===== src/rtl/mac_pe_v2_pkg.sv =====
// Shared types and default widths for the mac_pe_v2 processing element.
package pe_pkg;

    typedef enum logic {
        PE_WS = 1'b0,
        PE_OS = 1'b1
    } pe_mode_e;

    localparam int PE_DATA_W = 8;
    localparam int PE_ACC_W  = 16;
    localparam int PE_WBANKS = 2;

    function automatic int pe_sel_w(input int n);
        return (n > 1) ? $clog2(n) : 1;
    endfunction

endpackage


===== src/rtl/pe_sat_resize.sv =====
// Signed resize from IN_W to OUT_W bits: sign-extend, saturate or truncate.
module pe_sat_resize #(
    parameter int IN_W   = 16,
    parameter int OUT_W  = 16,
    parameter int SAT_EN = 1
) (
    input  logic [IN_W-1:0]  in_i,
    output logic [OUT_W-1:0] out_o,
    output logic             sat_o
);

    if (IN_W <= OUT_W) begin : g_ext
        assign out_o = OUT_W'($signed(in_i));
        assign sat_o = 1'b0;
    end else if (SAT_EN != 0) begin : g_sat
        logic ovf;
        // Value fits only if all dropped bits equal the new sign bit.
        assign ovf   = ~(&in_i[IN_W-1:OUT_W-1]) & (|in_i[IN_W-1:OUT_W-1]);
        assign out_o = !ovf ? in_i[OUT_W-1:0] :
                       in_i[IN_W-1] ? {1'b1, {(OUT_W-1){1'b0}}} :
                                      {1'b0, {(OUT_W-1){1'b1}}};
        assign sat_o = ovf;
    end else begin : g_wrap
        logic [IN_W-OUT_W-1:0] drop;
        assign drop  = in_i[IN_W-1:OUT_W];
        assign out_o = in_i[OUT_W-1:0];
        assign sat_o = 1'b0;
    end

endmodule


===== src/rtl/mac_pe_v2.sv =====
// Systolic MAC processing element, weight- or output-stationary.
module mac_pe_v2
    import pe_pkg::*;
#(
    parameter int DATA_W = PE_DATA_W,
    parameter int ACC_W  = PE_ACC_W,
    parameter int WBANKS = PE_WBANKS,
    parameter int SAT_EN = 1,
    localparam int SEL_W = pe_sel_w(WBANKS)
) (
    input  logic              clk_i,
    input  logic              rst_i,
    input  logic              ctrl_mode_i,
    input  logic              ctrl_load_i,
    input  logic [SEL_W-1:0]  ctrl_load_sel_i,
    input  logic [SEL_W-1:0]  ctrl_wsel_i,
    input  logic              ctrl_ps_in_i,
    input  logic              ctrl_drain_i,
    input  logic              ctrl_clear_i,
    input  logic [DATA_W-1:0] west_i,
    input  logic              west_valid_i,
    input  logic [ACC_W-1:0]  north_i,
    input  logic              north_valid_i,
    output logic [DATA_W-1:0] east_o,
    output logic              east_valid_o,
    output logic [ACC_W-1:0]  south_o,
    output logic              south_valid_o,
    output logic              sat_flag_o
);

    pe_mode_e mode;
    logic [DATA_W-1:0] w_q [WBANKS];
    logic [DATA_W-1:0] w_rd;
    logic [DATA_W-1:0] op_b;
    logic [2*DATA_W-1:0] prod;
    logic [ACC_W-1:0] prod_r;
    logic [ACC_W-1:0] addend;
    logic [ACC_W:0] sum;
    logic [ACC_W-1:0] sum_r;
    logic prod_sat, sum_sat;

    logic [ACC_W-1:0] acc_q, acc_d;
    logic [ACC_W-1:0] south_q, south_d;
    logic south_v_q, south_v_d;
    logic sat_q, sat_d;
    logic [DATA_W-1:0] east_q;
    logic east_v_q;

    assign mode = pe_mode_e'(ctrl_mode_i);

    // Unmatched (out-of-range) selects leave the read at zero.
    always_comb begin
        w_rd = '0;
        for (int i = 0; i < WBANKS; i++) begin
            if (ctrl_wsel_i == SEL_W'(i)) w_rd = w_q[i];
        end
    end

    assign op_b = (mode == PE_WS) ? w_rd : north_i[DATA_W-1:0];
    assign prod = $signed(west_i) * $signed(op_b);

    pe_sat_resize #(
        .IN_W  (2*DATA_W),
        .OUT_W (ACC_W),
        .SAT_EN(SAT_EN)
    ) u_prod_rs (
        .in_i (prod),
        .out_o(prod_r),
        .sat_o(prod_sat)
    );

    always_comb begin
        addend = acc_q;
        if (mode == PE_WS) addend = ctrl_ps_in_i ? north_i : '0;
    end

    assign sum = {addend[ACC_W-1], addend} + {prod_r[ACC_W-1], prod_r};

    pe_sat_resize #(
        .IN_W  (ACC_W+1),
        .OUT_W (ACC_W),
        .SAT_EN(SAT_EN)
    ) u_sum_rs (
        .in_i (sum),
        .out_o(sum_r),
        .sat_o(sum_sat)
    );

    always_comb begin
        acc_d     = acc_q;
        south_d   = north_i;
        south_v_d = north_valid_i;
        sat_d     = sat_q;
        unique case (mode)
            PE_WS: begin
                if (west_valid_i) begin
                    south_d   = sum_r;
                    south_v_d = 1'b1;
                    sat_d     = sat_q | prod_sat | sum_sat;
                end
            end
            PE_OS: begin
                if (!ctrl_clear_i && ctrl_drain_i) begin
                    south_d   = acc_q;
                    south_v_d = 1'b1;
                    acc_d     = north_i;
                end else if (west_valid_i && north_valid_i) begin
                    acc_d = sum_r;
                    sat_d = sat_q | prod_sat | sum_sat;
                end
            end
        endcase
        if (ctrl_clear_i) begin
            acc_d = '0;
            sat_d = 1'b0;
        end
    end

    always_ff @(posedge clk_i) begin
        if (rst_i) begin
            acc_q     <= '0;
            south_q   <= '0;
            south_v_q <= 1'b0;
            sat_q     <= 1'b0;
            east_q    <= '0;
            east_v_q  <= 1'b0;
        end else begin
            acc_q     <= acc_d;
            south_q   <= south_d;
            south_v_q <= south_v_d;
            sat_q     <= sat_d;
            east_q    <= west_i;
            east_v_q  <= west_valid_i;
        end
    end

    always_ff @(posedge clk_i) begin
        for (int i = 0; i < WBANKS; i++) begin
            if (rst_i) begin
                w_q[i] <= '0;
            end else if (ctrl_load_i && ctrl_load_sel_i == SEL_W'(i)) begin
                w_q[i] <= north_i[DATA_W-1:0];
            end
        end
    end

    assign east_o        = east_q;
    assign east_valid_o  = east_v_q;
    assign south_o       = south_q;
    assign south_valid_o = south_v_q;
    assign sat_flag_o    = sat_q;

endmodule


===== config.mk =====
export PLATFORM = sky130hd
export DESIGN_NAME = mac_pe_v2
export DESIGN_NICKNAME = d
export VERILOG_FILES = /design/src/rtl/mac_pe_v2_pkg.sv /design/src/rtl/pe_sat_resize.sv /design/src/rtl/mac_pe_v2.sv
export SDC_FILE = /design/constraint.sdc
export NUM_CORES = 1
export LEC_CHECK = 0
export ABC_AREA = 1
export CAP_MARGIN = 25
export CORE_ASPECT_RATIO = 1.75
export CORE_UTILIZATION = 35
export DETAILED_ROUTE_END_ITERATION = 16
export SYNTH_ARGS = -nofsm -noshare
export SYNTH_HDL_FRONTEND = slang
export SYNTH_SLANG_ARGS = --single-unit

===== constraint.sdc =====
create_clock -name clk_i -period 11.6 [get_ports clk_i]
set_input_delay 1.16 -clock clk_i [delete_from_list [all_inputs] [get_ports clk_i]]
set_output_delay 1.16 -clock clk_i [all_outputs]
set_load 0.01 [all_outputs]

==> impl_metrics.toml, run 1 <==
[status]
status = "completed"

[timing]
setup_viol = 0
min_period_over_period_pct = 65.9
hold_violations = 0
finalMaxSlewViolations = 0
finClkSkew_ns = 0.00799
finalCriticalPeriod_ns = 7.65
maxSlewHeadroom_pct = 33.7
whs_ns = 0.482
rsz0062_at_grt = "no"
max_freq_mhz = 131
worst_pin_slew_ns = 0.992
tns_ns = 0

[cts]
cts_tree = "built"
cts_resized = 0
cts-htree-levels = 3
clock_sinks = 59
ctsHoldBuffers = 0
clock_latency_ns = 0.34
postCtsSetupBuffers = 0
cts_buffer_depth = 2
cts_root_buf = "clkbuf_16"
cts_made_buffers = 9
path_clk_slew_ns = 0.06

[detailed_routing]
drt-total-wl_um = 18500
wire_per_inst_um = 16.6
vias_per_cell = 4.94
drc = 0
detail_route.iter0.violations = 353
antenna_left = 0
first_pass_iters = 5
vias = 5509

[floorplan]
die_area_um2 = 19300
coreArea_um2 = 18200
row_count = 65
boundaryPins = 62
die_x_um = 105
die_y_um = 183
initial_core_util_pct = 36.0

[synth]
yosys_warnings = 0
synth_enable_flop_cells = 16
syn_inst = 825
yosysUniqueCellTypes = 37
synth_top_flop_cell = "dfxtp_1"
synth.top_cell.area_share_pct = 23.2
avgSynthCellArea_um2 = 7.95
ys_seq_area_share_pct = 20.5
synthArstFlopShare_pct = 0
post-synth-top-count-cell = "nand2_1"
synthTopCellsByArea = "fa_1 (23%), dfxtp_1 (13%), nand2_1 (10%)"
synth_common_cells = "nand2_1 (174), inv_1 (147), nor2_1 (78), fa_1 (76), a21oi_1 (59)"
netlist_area_um2 = 6560
synth_area_leader_cell = "fa_1"
syn_nets = 975
ys_ff_latch = 59

[setup_path]
crit_path_start_kind = "input port"
required_ns = 11.85
arrival_ns = 7.90
critPathKind = "in -> reg"
cp-end-kind = "register"
crit_fanout = 45

[finish]
drive_above_1_share_pct = 11.0
num-nets-final = 1026
insertedDiodeCount = 0
fillers = 1873
area_growth_pct = 16.3

[placement]
hpwl_um = 14700
place_congestion = 0.859
io_buffers = 61

[grt]
grt_util_all_layers_pct = 19.9
grt_pass1_wl_um = 28800
grt_pass1_vias = 5517
grt_remaining_overflow = 0
grt_max_degree = 46
antenna_found_initial = 0

[hold_path]
hold_class = "reg -> reg"

[flow_run]
drv_cap = 0
==> layout make-up <==
| type | count | area, µm² | share of cell area, % |
|---|---|---|---|
| Clock buffer | 13 | 272 | 3.56 |
| Clock inverter | 3 | 43.8 | 0.574 |
| Sequential cell | 59 | 1340 | 17.6 |
| Timing Repair Buffer | 67 | 653 | 8.56 |
| Tap cell | 234 | 293 | 3.84 |
| Inverter | 154 | 578 | 7.58 |
| Multi-Input combinational cell | 585 | 4450 | 58.3 |
==> cell families (layout without fill, tap and decap cells) <==
group           count (synthesis)  after routing  share of synthesized area (%)
simple gates                  338            338                           24.6
buf+inv                       181            237                           11.8
compound gates                123            123                           11.3
fa+ha+maj                     115            115                           30.6
flops                          59             59                           20.5
xor+xnor                        9              9                           1.20
==> stage by stage <==
stage | cells | cell area (µm²) | utilization, % | setup slack, ns
after floorplan | 825 | 6560 | - | 5.35
after detailed placement | 1099 | 7310 | 40.1 | 3.66
after global routing | 1115 | 7630 | 41.9 | 3.59
final | 1115 | 7630 | 41.9 | 3.95
after global placement | 1097 | 7300 | 40.1 | 3.68
after CTS | 1115 | 7630 | 41.9 | 3.98
==> cells in the final DEF, fill, tap and decap left out, types with 2 or more instances in the layout <==
cell type        synthesis  final
ha_1                    39     39
inv_1                  147    147
xor2_1                   8      8
clkbuf_1                11      2
edfxtp_1                16     16
nand3_4                  2      2
a21oi_2                 18     18
clkbuf_16                0     10
a31oi_1                  4      4
inv_2                    6      6
nor2_1                  78     77
nand2_4                  9      9
o21ai_0                 23     23
nand3_1                 33     33
clkdlybuf4s50_1          0     61
buf_4                    0      5
nand3_2                 23     23
dfxtp_1                 43     43
o22ai_1                  3      3
a21oi_1                 59     59
a22oi_1                 13     13
nand2_2                  7      7
or2_2                    6      6
nand2_1                174    174
fa_1                    76     76
nor2_2                   2      3
==> flip-flops by register name, indices dropped and copies added (netlist names) <==
register / count
w_q: 16
sat_flag_o: 1
east_valid_o: 1
south_valid_o: 1
east_o: 8
south_o: 16
acc_q: 16
==> worst max-delay path, cell delays in order <==
cell             delay [ns]
clkdlybuf4s50_1        0.46
buf_4                  0.42
inv_1                  0.40
a31oi_1                0.73
inv_1                  0.22
nand2_1                0.14
fa_1                   0.56
fa_1                   0.54
inv_1                  0.05
fa_1                   0.48
inv_1                  0.05
fa_1                   0.48
inv_1                  0.04
ha_1                   0.28
ha_1                   0.37
nand2_1                0.09
nor2_1                 0.15
nand3_1                0.12
nand4_1                0.10
nand2_2                0.10
nand3b_4               0.48
nand3_2                0.21
nand2_1                0.07
a21oi_1                0.19
==> worst paths after layout <==
| check | from | endpoint | slack (ns) | depth (start not counted) |
|---|---|---|---|---|
| setup / recovery | ctrl_mode_i | south_o[12] | 3.95 | 24 |
| hold / removal | acc_q[2] | acc_q[2] | 0.48 | 2 |
| setup reg to reg | w_q[0][4] | south_o[12] | 5.47 | 22 |
| hold reg to reg | acc_q[2] | acc_q[2] | 0.48 | 2 |
==> metal layers <==
layer	global-route usage, %	vias to the layer above	routed length, µm
met5	0	-	0
met4	12.2	0	949
met3	2.06	41	621
met2	38.4	141	10500
met1	20.2	2655	6480
li1	-	2672	-
Power of run 1 is left out: the tool's default activity adds up to more than one toggle a clock period on the data nets, which glitch-free logic cannot reach.
==> inputs of run 2 (changes only) <==
Clock period 11.6 ns to 7.7 ns, I/O delays scaled along.
==> impl_metrics.toml, run 2 (synthesis gave the netlist of run 1 again) <==
[timing]
finClkSkew_ns = 0.00485
min_period_over_period_pct = 88.3
maxSlewHeadroom_pct = 35.4
max_freq_mhz = 147
rsz0062_at_grt = "no"
tns_ns = 0
setup_viol = 0
finalMaxSlewViolations = 0
whs_ns = 0.482
hold_violations = 0
finalCriticalPeriod_ns = 6.80
worst_pin_slew_ns = 0.966

[grt]
antenna_found_initial = 0
grt_pass1_wl_um = 29600
grt_max_degree = 44
grt_pass1_vias = 5753
grt_util_all_layers_pct = 20.4
grt_remaining_overflow = 0

[finish]
regArea_um2 = 1340
drive_above_1_share_pct = 11.3
layout_commonest_cell = "nand2_1"
multi_input_area_um2 = 4450
layout_common_cells = "nand2_1 (174), inv_1 (147), nor2_1 (77)"
post-route-util_pct = 42.0
insertedDiodeCount = 0
fillers = 1899
num-nets-final = 1028
area_growth_pct = 16.7

[hold_path]
hold_depth = 2
min_to = "acc_q[12]"
hold_class = "reg -> reg"
hp-start = "acc_q[12]"

[cts]
path_clk_slew_ns = 0.05
cts_resized = 0
clock_sinks = 59
clock_latency_ns = 0.34
cts_root_buf = "clkbuf_16"
cts_buffer_depth = 2
postCtsSetupBuffers = 0
cts_tree = "built"
cts_made_buffers = 9
cts-htree-levels = 3
ctsHoldBuffers = 0

[placement]
place_congestion = 0.879
hpwl_um = 14900
io_buffers = 61

[detailed_routing]
wire_per_inst_um = 16.5
first_pass_iters = 5
vias = 5496
detail_route.iter0.violations = 358
antenna_left = 0
vias_per_cell = 4.92
drc = 0
drt-total-wl_um = 18500

[floorplan]
row_count = 65
boundaryPins = 62
initial_core_util_pct = 36.0
die_area_um2 = 19300
die_y_um = 183
die_x_um = 105
coreArea_um2 = 18200

[setup_path]
critPathKind = "in -> reg"
cp-startpoint = "ctrl_wsel_i"
r2r_start = "w_q[0][0]"
r2r-end = "south_o[1]"
r2r_slack_ns = 1.63
crit_path_start_kind = "input port"
crit_fanout = 31
cp-end-kind = "register"
arrival_ns = 7.06
r2r_cells = 20
required_ns = 7.97

[status]
status = "completed"

[flow_run]
drv_cap = 0
## run 2: changes by cell type in the layout (fill, tap and decap cells not counted)
cell      before  now
buf_4          5    7
clkbuf_1       2    1
clkbuf_8       1    2
## run 2: area by class of cell
type / instances / share of cell area, %
sequential: 59 / 17.5
clock inverter: 3 / 0.572
inverter: 154 / 7.56
timing repair buffer: 69 / 8.73
tap: 234 / 3.83
clock buffer: 13 / 3.68
multi-input combinational: 585 / 58.1
## run 2: worst max-delay path, stage by stage
cell and delay, ns:
clkdlybuf4s50_1 0.60, inv_1 0.16, or2_2 0.30, a31oi_1 0.35, nor2_1 0.13, inv_1 0.39, fa_1 0.49, inv_1 0.08
fa_1 0.44, fa_1 0.56, fa_1 0.44, fa_1 0.45, ha_1 0.39, nand2_1 0.08, nor2_1 0.16, nand3_1 0.14
nand4_1 0.11, nand2_2 0.09, nand3b_4 0.45, nand3_1 0.22, nand2_1 0.09, a21oi_2 0.16
## run 2: how the worst max path moves through the flow
stage | to | slack, ns
after floorplan | acc_q[11] | 1.84
after global placement | south_o[9] | 0.63
after detailed placement | south_o[1] | 0.55
after CTS | south_o[1] | 0.89
after global routing | acc_q[12] | 0.50
final | south_o[1] | 0.90
## run 2: per-layer routing
layer	wire length, µm	global-route usage [%]	up-vias
met5	0	0	-
met4	928	12.3	0
met1	6410	20.3	2665
met3	472	2.38	40
li1	-	-	2674
met2	10700	39.9	117
## run 2: stage by stage
stage,area (µm²),setup WS [ns],std cells
finish,7650,0.903,1117
global route,7650,0.505,1117
CTS,7650,0.891,1116
detailed placement,7320,0.552,1100
global placement,7320,0.627,1100
floorplan,6560,1.84,825
Power of run 2 is left out for the same reason.
